`src/rtl/scan_chain_ctrl.sv`:
```
// Scan chain controller: shift-in a pattern, one capture cycle, shift-out the response.
// Optional MISR signature output enabled by defining SCAN_MISR_EN.
module scan_chain_ctrl #(
  parameter int               CHAIN_LEN = 8,
  parameter int               CNT_W     = 4,
  parameter int               SIG_W     = 16,
  parameter logic [SIG_W-1:0] MISR_POLY = SIG_W'(16'h1021)
) (
  input  logic                 CK,
  input  logic                 RST,
  input  logic                 START,
  input  logic [CHAIN_LEN-1:0] PAT_IN,
  input  logic                 SO,
  output logic                 SE,
  output logic                 SI,
  output logic                 BUSY,
  output logic                 DONE,
  output logic [CHAIN_LEN-1:0] RESP_OUT
`ifdef SCAN_MISR_EN
  ,
  output logic [SIG_W-1:0]     SIG
`endif
);

  localparam logic [CNT_W-1:0] CNT_LAST = CNT_W'(CHAIN_LEN - 1);

  typedef enum logic [2:0] {
    IDLE      = 3'd0,
    SHIFT_IN  = 3'd1,
    CAPTURE   = 3'd2,
    SHIFT_OUT = 3'd3,
    FINISH    = 3'd4
  } state_e;

  state_e                 state_q;
  logic [CNT_W-1:0]       cnt_q;
  logic [CHAIN_LEN-2:0]   pat_q;
  logic [CHAIN_LEN-1:0]   resp_q;
  logic [CHAIN_LEN-1:0]   resp_out_q;
  logic                   se_q;
  logic                   si_q;
  logic                   busy_q;
  logic                   done_q;

  // Galois MISR step: shift left, fold the feedback bit through the polynomial taps.
  function automatic logic [SIG_W-1:0] misr_step(input logic [SIG_W-1:0] s);
    misr_step = {s[SIG_W-2:0], 1'b0} ^ (s[SIG_W-1] ? MISR_POLY : {SIG_W{1'b0}});
  endfunction

`ifdef SCAN_MISR_EN
  logic [SIG_W-1:0] sig_q;
  logic [SIG_W-1:0] sig_out_q;
  assign SIG = sig_out_q;
`endif

  assign SE       = se_q;
  assign SI       = si_q;
  assign BUSY     = busy_q;
  assign DONE     = done_q;
  assign RESP_OUT = resp_out_q;

  // SE/SI are set on the edge entering each state so they line up with that state's cycles;
  // DONE/RESP_OUT/BUSY-release land one cycle after FINISH.
  always_ff @(posedge CK or posedge RST) begin
    if (RST) begin
      state_q    <= IDLE;
      cnt_q      <= {CNT_W{1'b0}};
      pat_q      <= {(CHAIN_LEN-1){1'b0}};
      resp_q     <= {CHAIN_LEN{1'b0}};
      resp_out_q <= {CHAIN_LEN{1'b0}};
      se_q       <= 1'b0;
      si_q       <= 1'b0;
      busy_q     <= 1'b0;
      done_q     <= 1'b0;
`ifdef SCAN_MISR_EN
      sig_q      <= {SIG_W{1'b0}};
      sig_out_q  <= {SIG_W{1'b0}};
`endif
    end else begin
      done_q <= 1'b0;
      case (state_q)
        IDLE: begin
          busy_q <= START;
          if (START) begin
            pat_q   <= PAT_IN[CHAIN_LEN-2:0];
            cnt_q   <= {CNT_W{1'b0}};
            se_q    <= 1'b1;
            si_q    <= PAT_IN[CHAIN_LEN-1];
            state_q <= SHIFT_IN;
          end else begin
            se_q    <= 1'b0;
            si_q    <= 1'b0;
          end
        end
        SHIFT_IN: begin
          busy_q <= 1'b1;
          if (cnt_q == CNT_LAST) begin
            cnt_q   <= {CNT_W{1'b0}};
            se_q    <= 1'b0;
            si_q    <= 1'b0;
            state_q <= CAPTURE;
          end else begin
            cnt_q   <= cnt_q + CNT_W'(1);
            si_q    <= pat_q[CHAIN_LEN-2];
            pat_q   <= pat_q << 1;
          end
        end
        CAPTURE: begin
          busy_q  <= 1'b1;
          se_q    <= 1'b1;
          si_q    <= 1'b0;
          state_q <= SHIFT_OUT;
        end
        SHIFT_OUT: begin
          busy_q <= 1'b1;
          resp_q <= {resp_q[CHAIN_LEN-2:0], SO};
`ifdef SCAN_MISR_EN
          sig_q  <= misr_step(sig_q) ^ {{(SIG_W-1){1'b0}}, SO};
`endif
          if (cnt_q == CNT_LAST) begin
            cnt_q   <= {CNT_W{1'b0}};
            se_q    <= 1'b0;
            state_q <= FINISH;
          end else begin
            cnt_q   <= cnt_q + CNT_W'(1);
          end
        end
        FINISH: begin
          busy_q     <= 1'b1;
          done_q     <= 1'b1;
          resp_out_q <= resp_q;
`ifdef SCAN_MISR_EN
          sig_out_q  <= sig_q;
`endif
          se_q       <= 1'b0;
          si_q       <= 1'b0;
          state_q    <= IDLE;
        end
        default: begin
          busy_q  <= 1'b0;
          cnt_q   <= {CNT_W{1'b0}};
          se_q    <= 1'b0;
          si_q    <= 1'b0;
          state_q <= IDLE;
        end
      endcase
    end
  end

endmodule

```
`config.mk`:
```
export PLATFORM = sky130hd
export DESIGN_NAME = scan_chain_ctrl
export DESIGN_NICKNAME = d
export VERILOG_FILES = /design/src/rtl/scan_chain_ctrl.sv
export SDC_FILE = /design/constraint.sdc
export NUM_CORES = 1
export LEC_CHECK = 0
export CAP_MARGIN = 15
export CORE_MARGIN = 4
export CORE_UTILIZATION = 25
export DETAILED_ROUTE_END_ITERATION = 7
export SLEW_MARGIN = 20
export SYNTH_ARGS = -nofsm -noshare
export SYNTH_HDL_FRONTEND = slang
export SYNTH_SLANG_ARGS = --single-unit
```
`constraint.sdc`:
```
create_clock -name CK -period 1.63 [get_ports CK]
set_input_delay 0.326 -clock CK [delete_from_list [all_inputs] [get_ports CK]]
set_output_delay 0.326 -clock CK [all_outputs]
set_load 0.005 [all_outputs]
```
* Word level (Yosys, flattened, before mapping) *
Cells that the tools add are included.

cells by class
  bitwise operators = 1
  eq/ne operators = 10
  reduce and logical (&&, ||, !) cells = 8
  mux-type cells = 18
  $add $sub $neg = 1

operators with widths
  kind                                                                     number
  7-bit two-way mux                                                        2
  7-bit one-hot mux with 2 select lines                                    1
  3-bit one-hot mux with 4 select lines                                    1
  4-bit one-hot mux with 3 select lines                                    1
  3-bit two-way mux                                                        3
  4-bit two-way mux                                                        2
  2-bit inequality test, second input constant                             4
  3-bit by 2-bit equality test with 1-bit output, second input constant    2
  1-bit one-hot mux with 3 select lines                                    2
  3-bit AND reduction                                                      2
  1-bit two-way mux                                                        5
  4-bit by 1-bit adder with 4-bit output, second input constant            1
  4-bit by 3-bit equality test with 1-bit output, second input constant    1
  2-bit OR reduction                                                       2
  4-bit OR reduction                                                       1
  3-bit by 1-bit equality test with 1-bit output, second input constant    1
  3-bit equality test, second input constant                               1
  3-bit zero test                                                          1
  2-bit by 1-bit inequality test with 1-bit output, second input constant  1
  1-bit one-hot mux with 2 select lines                                    1
  2-bit AND reduction                                                      1
  2-bit nonzero test                                                       1
  1-bit inverter                                                           1

storage, ports and cells
  logic and storage cells = 47
  output and inout bits = 12
  bits of input ports = 12
  register bits = 34

* Depth between registers and ports, before layout *
  depth in word-level cells = 4
  depth in mapped cells = 5
  mapped depth without buffers = 4

* Worst setup path before layout *
No wires, ideal clock.

  path type = reg2reg
  from = register state_q[1]
  to = register pat_q[1]
  cell stages (with the launch flop) = 5
  clock period less this slack = 1,550 ps
  data arrival time = 1,425 ps
  required time = 1,505 ps
  setup slack = 80 ps
  buffers on the path = 1
  library setup time = 125 ps
  cells stage by stage = dfrtp_1 > buf_6 > nor3b_4 > mux2_2 > mux2_4

on the way
  cells in the longest elaborated chain, start to end = 3
  elaborated cells on any way between the ends = 7
  those cells by class = eq/ne (3); mux (1); reduce/logical (3)

ends and longest elaborated chain
  what                                                                                      line  RTL
  from (decl)                                                                               35    state_e state_q;
  from (signal assigned)                                                                    66    state_q <= IDLE;
  from (signal assigned)                                                                    89    state_q <= SHIFT_IN;
  from (signal assigned)                                                                    101   state_q <= CAPTURE;
  3-bit by 1-bit equality test with 1-bit output / 3-bit zero test (equally long branches)  81    case (state_q)
  2-bit inequality test (no source line) / 2-bit nonzero test (equally long branches)       --
  3-bit AND reduction (no source line)                                                      --
  to (signal assigned)                                                                      68    pat_q <= {(CHAIN_LEN-1){1'b0}};
  to (signal assigned)                                                                      85    pat_q <= PAT_IN[CHAIN_LEN-2:0];
  to (signal assigned)                                                                      105   pat_q <= pat_q << 1;
  to (decl)                                                                                 37    logic [CHAIN_LEN-2:0] pat_q;

Parallel ways exist; a longest one is shown, timed or not.
A chain may end at the register's enable or synchronous reset.

* Worst setup path after layout *
  from = register state_q[1]
  to = register pat_q[5]

Same word-level chain as after synthesis.

==> flow_summary.ini <==
[status]
status = finished clean

[placement]
dp_hpwl_um = 2060
place_congestion = 0.782
dp_cells = 209
placement.cell_area_um2 = 1910
placement.io_buffers = 23

[synth]
yosysWarnings = 0
synthArstFlopShare = 1.00
syn-cell-area_um2 = 1520
syn-num-nets = 119
synth.distinct_cells = 31
synth_edf_count = 0
yosysSeqAreaShare = 0.561
syn_avg_cell_area_um2 = 14.3
synth-main-ff-cell = dfrtp_1
syn_inst = 106
ys_ff_latch = 34

[setup_path]
r2r_slack_ns = 0.07
setup.worst_path.class = reg -> reg
timing.rr.start = state_q[1]
cp.required_ns = 1.80
crit_end = pat_q[5]
slowest_stage = dfrtp_1
critPathCaptureType = register
worstPathArrival_ns = 1.73
startpoint = state_q[1]
path_cells = nor3b_4 > buf_12 > mux2_2 > mux2_4
worstPathMaxFanout = 9
crit_path_max_incr_delay_ns = 0.46
critPathLaunchType = register
worstReg2RegEnd = pat_q[5]
ff2ff_path_depth = 4

[global_route]
grt_pass1_vias = 1092
grt_start_max_net_pins = 35
grt_pass1_wl_um = 5180
grt.total_usage = 0.0905
antenna_found_initial = 0
grt.overflow.total = 0

[cells_and_area]
syn_to_final_growth_pct = 32.1
drive_above_1_share = 0.359
nets = 154
layout_common_cells = dfrtp_1 (33), clkdlybuf4s50_1 (23), mux2_2 (22)
fin_area_um2 = 2000
final_common_cell = dfrtp_1
diodes = 0
layout.cells.non_filler = 217

[drt]
wl_per_cell_um = 13.3
firstDrtPassIters = 4
drc_errors = 0
route.vias.total = 959
vias_per_cell = 4.42
wirelength_um = 2900
detail-route-antenna-nets = 0
first_iter_violations = 31

[sta]
tightest_slew_ns = 0.423
timing.final.crit_period_ns = 1.56
whs_ns = 0.431
finalCritPeriodShare = 0.955
clock_skew_ns = 0.00183
finalHoldViolCount = 0
fmax_mhz = 643
relSlewSlack = 0.718
setup_violations = 0
rsz0062_at_grt = false
final_max_slew_viol_count = 0

[cts]
cts_root_buffer = clkbuf_8
htreeDepth = 2
cts_setup_buffers = 0
clkTransAtPathRegs_ns = 0.07
clk_latency_ns = 0.28
cts_sinks = 34
clockBufferDepth = 2
cts_tree = done
cts_buffers = 5

[floorplanning]
pin_count = 24
dieArea_um2 = 7380
row_count = 28
die_w_um = 85.9
start_util = 0.256
dieHeight_um = 85.9
fp.coreArea_um2 = 5920

[hold_path]
hold_path.class = in -> async

[pwr]
power.density_nw_per_um2 = 1970
p_leak_nw = 0.865
ir_drop_uv = 927

[job]
maxCapViolCount = 0
## cell families (layout without fill, tap and decap cells)
logic type | Yosys count | in the layout | synth area share
flip-flops | 34 | 34 | 0.561
multiplexers | 30 | 30 | 0.236
AND/OR/NAND/NOR | 19 | 19 | 0.0857
AO/OA/AOI/OAI | 12 | 12 | 0.0577
buffers and inverters | 8 | 44 | 0.0404
XOR/XNOR | 2 | 2 | 0.0115
adder cells (fa/ha/maj) | 1 | 1 | 0.00824
## cells in the mapped netlist (all sizes together), types with 2 or more instances
cell type / number / area, um^2
a22o: 2 / 17.5
inv: 2 / 7.51
o31ai: 2 / 15.0
nor3b: 2 / 26.3
a31oi: 2 / 12.5
buf: 6 / 53.8
nand2: 3 / 13.8
nand3: 2 / 10.0
nor2: 4 / 15.0
mux2: 28 / 338
xor2: 2 / 17.5
mux2i: 2 / 20.0
nand3b: 3 / 22.5
dfrtp: 34 / 851
## layer usage
metal	share of wire	track usage	routed length, um
met1	0.45	0.114	1300
met3	0.049	0.0336	143
met5	0	0	0
met4	0.020	0.0432	58
met2	0.48	0.137	1390
## per-stage QoR
stage	power, mW	util	setup WS, ns	TNS, ns
3_3_place_gp	3.26	0.322	-0.148	-0.892
6_report	3.95	0.339	0.0740	0
3_5_place_dp	3.33	0.322	-0.160	-0.963
4_1_cts	4.01	0.338	0.0228	0
2_1_floorplan	2.65	-	0.0799	0
5_1_grt	4.25	0.339	0.0285	0
## final cells by class
class	count	area, um^2
fill	593	3920
sequential	34	852
multi-input combinational	64	606
timing repair buffer	34	350
tap	75	93.8
clock buffer	6	82.6
clock inverter	2	12.5
inverter	2	7.51
## state kept, by name, indices dropped and copies added (netlist names)
signal	flops
resp_q	8
cnt_q	4
SI	1
state_q	3
BUSY	1
DONE	1
SE	1
RESP_OUT	8
pat_q	7
## worst min path at each step
| stage | startpoint | to | slack (ns) | cells after the start |
|---|---|---|---|---|
| finish | RST | pat_q[3] | 0.43 | 3 |
| global route | RST | state_q[2] | 0.47 | 3 |
| CTS | RST | RESP_OUT[6] | 0.45 | 3 |
| detailed placement | pat_q[5] | pat_q[5] | 0.49 | 1 |
| global placement | cnt_q[3] | cnt_q[3] | 0.48 | 1 |
| floorplan | PAT_IN[7] | SI | 0.44 | 2 |
## worst max-delay path, delay by kind of cell, from the launching register on
kind | cells | cell delay, ns
mux | 2 | 0.59
flops | 1 | 0.46
simple gates | 1 | 0.24
buf+inv | 1 | 0.15
## report_power, final
group | total (mW) | leakage (nW) | switching (mW) | internal [mW]
logic | 1.78 | 0.409 | 0.613 | 1.17
registers | 1.53 | 0.408 | 0.276 | 1.25
clock network | 0.645 | 0.0472 | 0.305 | 0.339
## timing repair
action                     in CTS  in global routing
resized for setup               0                  1
setup endpoints to repair       0                  6
hold buffers                    0                  0
Note: power is estimated with default switching activity, not from simulation.
